## src/rtl/mux_pkg.sv

```systemverilog
// Shared constants, state encoding and select helpers for the mux serializer.
// No ports; imported by the stepper and the serializer top.
package mux_pkg;

  localparam int MUX_N = 4;
  localparam int SEL_W = 2;

  typedef enum logic [0:0] {
    IDLE  = 1'b0,
    SHIFT = 1'b1
  } state_e;

  function automatic logic [SEL_W-1:0] sel_start(input bit lsb_first);
    return lsb_first ? 2'd0 : 2'd3;
  endfunction

  function automatic logic [SEL_W-1:0] sel_end(input bit lsb_first);
    return lsb_first ? 2'd3 : 2'd0;
  endfunction

endpackage

```

## src/rtl/mux4to1_serializer_mux_sel_stepper.sv

```systemverilog
// Select register: loads START, steps toward END, flags END.
// Ports: clk, rst_n (sync), load, step in; sel, is_end out.
module mux_sel_stepper
  import mux_pkg::*;
#(
  parameter bit LSB_FIRST = 1'b1
) (
  input  logic             clk,
  input  logic             rst_n,
  input  logic             load,
  input  logic             step,
  output logic [SEL_W-1:0] sel,
  output logic             is_end
);

  localparam logic [SEL_W-1:0] START = sel_start(LSB_FIRST);
  localparam logic [SEL_W-1:0] END   = sel_end(LSB_FIRST);

  logic [SEL_W-1:0] sel_q;
  logic [SEL_W-1:0] sel_d;

  always_comb begin
    sel_d = sel_q;
    if (load) begin
      sel_d = START;
    end else if (step) begin
      sel_d = LSB_FIRST ? sel_q + 2'd1 : sel_q - 2'd1;
    end
  end

  always_ff @(posedge clk) begin
    if (!rst_n) begin
      sel_q <= START;
    end else begin
      sel_q <= sel_d;
    end
  end

  assign sel    = sel_q;
  assign is_end = (sel_q == END);

endmodule

```

## src/rtl/mux4to1_serializer.sv

```systemverilog
// Parallel-to-serial wrapper around an external mux4to1 with word counter.
// Ports: load valid/ready/data in, mux_in/mux_sel/mux_out to the mux,
// ser valid/ready/data/last out, busy and word_count status.
module mux4to1_serializer
  import mux_pkg::*;
#(
  parameter bit LSB_FIRST = 1'b1,
  parameter int CNT_W     = 8
) (
  input  logic             clk,
  input  logic             rst_n,
  input  logic             load_valid,
  input  logic [MUX_N-1:0] load_data,
  output logic             load_ready,
  output logic [MUX_N-1:0] mux_in,
  output logic [SEL_W-1:0] mux_sel,
  input  logic             mux_out,
  output logic             ser_valid,
  output logic             ser_data,
  output logic             ser_last,
  input  logic             ser_ready,
  output logic             busy,
  output logic [CNT_W-1:0] word_count
);

  state_e           state_q;
  state_e           state_d;
  logic [MUX_N-1:0] mux_in_q;
  logic [MUX_N-1:0] mux_in_d;
  logic [CNT_W-1:0] cnt_q;
  logic [CNT_W-1:0] cnt_d;
  logic             is_end;
  logic             beat;
  logic             last_beat;
  logic             accept;
  logic             step;

  always_comb begin
    busy      = (state_q == SHIFT);
    ser_valid = busy;
    ser_data  = mux_out;
    ser_last  = busy && is_end;
    beat      = ser_valid && ser_ready;
    last_beat = beat && ser_last;
    // Ready is a function of state and downstream only, never load_valid.
    load_ready = !busy || (ser_last && ser_ready);
    accept     = load_valid && load_ready;
    step       = beat && !ser_last;

    state_d = state_q;
    if (accept) begin
      state_d = SHIFT;
    end else if (last_beat) begin
      state_d = IDLE;
    end

    mux_in_d = accept ? load_data : mux_in_q;
    cnt_d    = cnt_q + CNT_W'(last_beat);
  end

  always_ff @(posedge clk) begin
    if (!rst_n) begin
      state_q  <= IDLE;
      mux_in_q <= '0;
      cnt_q    <= '0;
    end else begin
      state_q  <= state_d;
      mux_in_q <= mux_in_d;
      cnt_q    <= cnt_d;
    end
  end

  mux_sel_stepper #(
    .LSB_FIRST(LSB_FIRST)
  ) u_stepper (
    .clk   (clk),
    .rst_n (rst_n),
    .load  (accept),
    .step  (step),
    .sel   (mux_sel),
    .is_end(is_end)
  );

  assign mux_in     = mux_in_q;
  assign word_count = cnt_q;

endmodule

```

## config.mk

```make
export PLATFORM = sky130hd
export DESIGN_NAME = mux4to1_serializer
export DESIGN_NICKNAME = d
export VERILOG_FILES = /design/src/rtl/mux_pkg.sv /design/src/rtl/mux4to1_serializer_mux_sel_stepper.sv /design/src/rtl/mux4to1_serializer.sv
export SDC_FILE = /design/constraint.sdc
export NUM_CORES = 1
export LEC_CHECK = 0
export ABC_AREA = 1
export BUFFER_PORTS_ARGS = -buffer_cell sky130_fd_sc_hd__buf_2
export CORE_UTILIZATION = 48
export CTS_CLUSTER_SIZE = 20
export DETAILED_ROUTE_END_ITERATION = 6
export HOLD_SLACK_MARGIN = 0.12
export PLACE_DENSITY = 0.87
export SLEW_MARGIN = 10
export SYNTH_ARGS = -nofsm -noshare
export SYNTH_HDL_FRONTEND = slang
export SYNTH_SLANG_ARGS = --single-unit
```

## constraint.sdc

```tcl
create_clock -name clk -period 3.9 [get_ports clk]
set_input_delay 0.39 -clock clk [delete_from_list [all_inputs] [get_ports clk]]
set_output_delay 0.39 -clock clk [all_outputs]
set_load 0.01 [all_outputs]
```

== Yosys cells after proc, flatten, opt, wreduce, memory -nomap -nowiden ==
Cells that the tools add are included.
Word-level totals
  input port bits: 9
  register bits: 15
Cells by class
  reduce and logical (&&, ||, !) cells: 11
  equality and inequality tests: 1
  bitwise gates (word level): 1
  mux-type cells: 2
  add/sub/neg operators: 2
Operators by type and width (count)
  $add A8 B1 Y8: 1
  $logic_and A1 B1 Y1: 6
  $add A2 B1 Y2 const B: 1
  $eq A2 B2 Y1 const B: 1
  $logic_not A1 Y1: 2
  $mux W1: 2
  $reduce_bool A2 Y1: 1
  $reduce_or A2 Y1: 1
  $logic_or A1 B1 Y1: 1
  $not A1 Y1: 1

== Logic depth before layout (Yosys ltp) ==
  word-level depth: 6
  gate-level depth with buffers: 9
  mapped depth without buffers: 9

== Hierarchy ==
From an unflattened synthesis, not the netlist that was laid out.
Second synthesis, totals
  cells, all modules: 102
  area total of the unflattened synthesis: 706.9 sq um
Modules (own cells, without submodules)
  mux4to1_serializer: cells each 88, instances 1, area each 609.3 sq um
  mux_sel_stepper: cells each 14, instances 1, area each 97.6 sq um

== Worst setup path before layout ==
Ideal clock, no wire load.
  kind: reg2reg
  start: register u_stepper.sel_q[0] (netlist: u_stepper.sel[0])
  end: register cnt_q[4] (netlist: word_count[4])
  period minus slack after synthesis: 1.556 ns
  slack: 2.344 ns
  arrival time: 1.436 ns
  data required time: 3.781 ns
  path buffers: 0
  cell stages (with the launch flop): 9
  cells stage by stage: dfxtp_1 ha_1 nand3_1 inv_1 ha_1 ha_1 nand3_1 o21ai_0 a21oi_1
Between the ends
  cells in the longest elaborated chain, start to end: 4
Ends and longest elaborated chain
  start: declaration: line mux4to1_serializer_mux_sel_stepper.sv:19  | logic [SEL_W-1:0] sel_q;
  start signal: assignment: line mux4to1_serializer_mux_sel_stepper.sv:35  | sel_q <= sel_d;
  $eq A2 B2 Y1: line mux4to1_serializer_mux_sel_stepper.sv:40  | assign is_end = (sel_q == END);
  $logic_and A1 B1 Y1: line mux4to1_serializer.sv:42  | ser_last = busy && is_end;
  $logic_and A1 B1 Y1: line mux4to1_serializer.sv:44  | last_beat = beat && ser_last;
  $add A8 B1 Y8: line mux4to1_serializer.sv:58  | cnt_d = cnt_q + CNT_W'(last_beat);
  end signal: assignment: line mux4to1_serializer.sv:69  | cnt_q <= cnt_d;
  end: declaration: line mux4to1_serializer.sv:30  | logic [CNT_W-1:0] cnt_q;
Every way passes these cells.
A chain may end at the register's enable or synchronous reset.

== Worst setup path after layout ==
  start: register u_stepper.sel_q[0] (netlist: u_stepper.sel[0])
  end: output port load_ready
Between the ends
  cells in the longest elaborated chain, start to end: 4
Ends and longest elaborated chain
  $eq A2 B2 Y1: line mux4to1_serializer_mux_sel_stepper.sv:40
  $logic_and A1 B1 Y1: line mux4to1_serializer.sv:42
  $logic_and A1 B1 Y1: line mux4to1_serializer.sv:46  | load_ready = !busy || (ser_last && ser_ready);
  $logic_or A1 B1 Y1: line mux4to1_serializer.sv:46
  end: declaration: line mux4to1_serializer.sv:14  | output logic load_ready,
Every way passes these cells.

==> impl_results.md <==
* Detail Placement HPWL at 935.8 um
* Fmax at 577.7 MHz
* Crit path setup slack, layout at 2.169 ns
* Most frequent cells in the layout: 25 x nand2_1, 25 x buf_2, 20 x nor2_1, 16 x inv_1, 15 x dfxtp_1
* Final nets at 140
* Register area at 300.3 um^2
* Routed len/inst at 8.634 um
* Number of synthesis warnings at 0
* Leading area contributor after synthesis: dfxtp_1
* CTS tree: yes
* Final worst path period need at 1.731 ns
* Post-synthesis cell count at 101
* Antenna viol nets, final at 0
* Share of layout cells above drive strength 1 at 0.2283
* # DRC at 0
* Clk buf depth at 2
* Slew headroom at 0.7932
* CTS H-Tree Depth at 1
* Postcts setup bufs at 0
* Final period util at 0.4439
* Ports at 28
* WS Path Type: flop to primary output
* Crit end category: primary output
* Clock Skews at 0.003351 ns
* Cell area after synthesis at 685.7 um^2
* Leak at 0.4784 nW
* Worst reg2reg setup slack at 2.28 ns
* Fin util at 0.6344
* CTS-repair resized insts at 0
* CTS root buffer: clkbuf_4
* Hold buffer count at CTS at 0
* Max-slew violation count at 0
* Setup WS pre-CTS at 2.296 ns
* First-pass GRT wire length at 1787 um
* Antenna fix cells at 0
* Setup repair after global routing missed its margin: no
* GPL Wtd Cong at 0.8108
* Initial antenna violation count at 0
* Worst-margin pin slew at 0.3070 ns
* Post-synth top area share at 0.4380
* TritonCTS buffer count at 3
* Critical Path Source Type: flop
* Largest net degree at the start of global routing at 15
* Final setup viols at 0
* Arrival @ worst endpoint at 1.34 ns
* Crit path required time at 3.51 ns
* Reg-to-reg critical path startpoint: u_stepper.sel[0]
* Critical Path Start: u_stepper.sel[0]
* Hold Fails Final Rpt at 0
* Seq cells post-synth at 15
* Core Rows at 13
* DR vias/cell at 4.556
* Pwr dens at 328.8 nW/um^2
* Setup TNS at 0 ns
* Final wirelength at 1226 um
* Synth top area cells: dfxtp_1 44%, nand2_1 14%, nor2_1 11%
* Syn_nets at 113
* Core area at 1318 um^2
* GRT overflow at 0
* Die footprint at 1584 um^2
* Clock slew seen by the registers of the worst setup and hold paths at 0.08 ns
* Clock Latency Late Sink at 0.27 ns
* Maxcap violations at 0
* Distinct cell type count after synthesis at 12
* Syn avg cell area at 6.789 um^2
* Vias after detailed routing at 647
* Die Ht at 39.80 um
* Drt pass-1 iters at 4
* Status: finished clean
* Fin Hold WS at 0.4265 ns
* Critical path peak fanout at 6
* Worst vdd rail ir drop at 0.0001882 V
* Vias in the first global route at 472
* TritonCTS Sinks at 15
* Hold path startpoint: load_data[2]
* Initial Utilization at 0.5204
* Worst Hold Class: input pin to flop
* Area occupied by multi-input gates at 305.3 um^2
* P&R area growth vs syn at 21.90%
* Port Buffer Count at 25
* Total track usage at 0.1704
* DRC violation total after the first TritonRoute iteration at 16
* Seq/Total Area, Yosys at 0.4380
* Die Width at 39.80 um
* Pwr Total at 0.2748 mW
* FILL cells at 115
-- state kept, by name (all words and copies together), names as in the netlist --
| name | cells |
|---|---|
| word_count | 8 |
| mux_in | 4 |
| u_stepper.sel | 2 |
| busy | 1 |
-- stage by stage --
step	area, um^2	std cells
after floorplan	685.7	101
after global placement	809.5	138
after detailed placement	809.5	138
after CTS	835.8	142
after global routing	835.8	142
final	835.8	142
-- area by class of cell --
cell class / count / area share
inverter: 16 / 0.07186
timing repair buffer: 25 / 0.1497
clock buffer: 4 / 0.03144
multi-input combinational: 67 / 0.3653
sequential: 15 / 0.3593
tap: 15 / 0.02246
-- path summary, 6_finish.rpt --
path / to / cells past startpoint
max: load_ready / 4
min: mux_in[2] / 5
max reg2reg: word_count[4] / 8
min reg2reg: mux_in[3] / 2
-- routing by layer --
metal  share of wire  wire, um  vias up  track usage
li1                -         -      358            -
met2            0.44       536       19       0.2500
met5               0         0        -            0
met3           0.059        72        2      0.05682
met4           0.011        13        0      0.08621
met1            0.49       603      268       0.2180
-- where the power goes --
group          internal, mW  switching [mW]  total [mW]
clock network        0.0395          0.0456      0.0851
logic                0.0123          0.0170      0.0293
registers             0.158         0.00287       0.160
-- worst max-delay path, stage by stage (launching register included) --
cell and delay (ns):
dfxtp_1 0.37, ha_1 0.24, nand3_1 0.12, nand2_1 0.17, buf_2 0.16
-- cells in the mapped netlist (all sizes together) --
| cell | instances |
|---|---|
| dfxtp | 15 |
| o21ai | 3 |
| ha | 3 |
| a21boi | 1 |
| a21oi | 5 |
| nor2 | 21 |
| nand3 | 9 |
| nand2 | 25 |
| inv | 16 |
| buf | 3 |
-- kinds of logic (layout without fill, tap and decap cells) --
| group | count (synthesis) | in the layout | synth area share |
|---|---|---|---|
| simple gates | 55 | 55 | 0.3212 |
| flops | 15 | 15 | 0.4380 |
| buf+inv | 19 | 45 | 0.1168 |
| fa+ha+maj | 3 | 3 | 0.05475 |
| compound gates | 9 | 9 | 0.06933 |
Power figures use the tool's default switching activity.
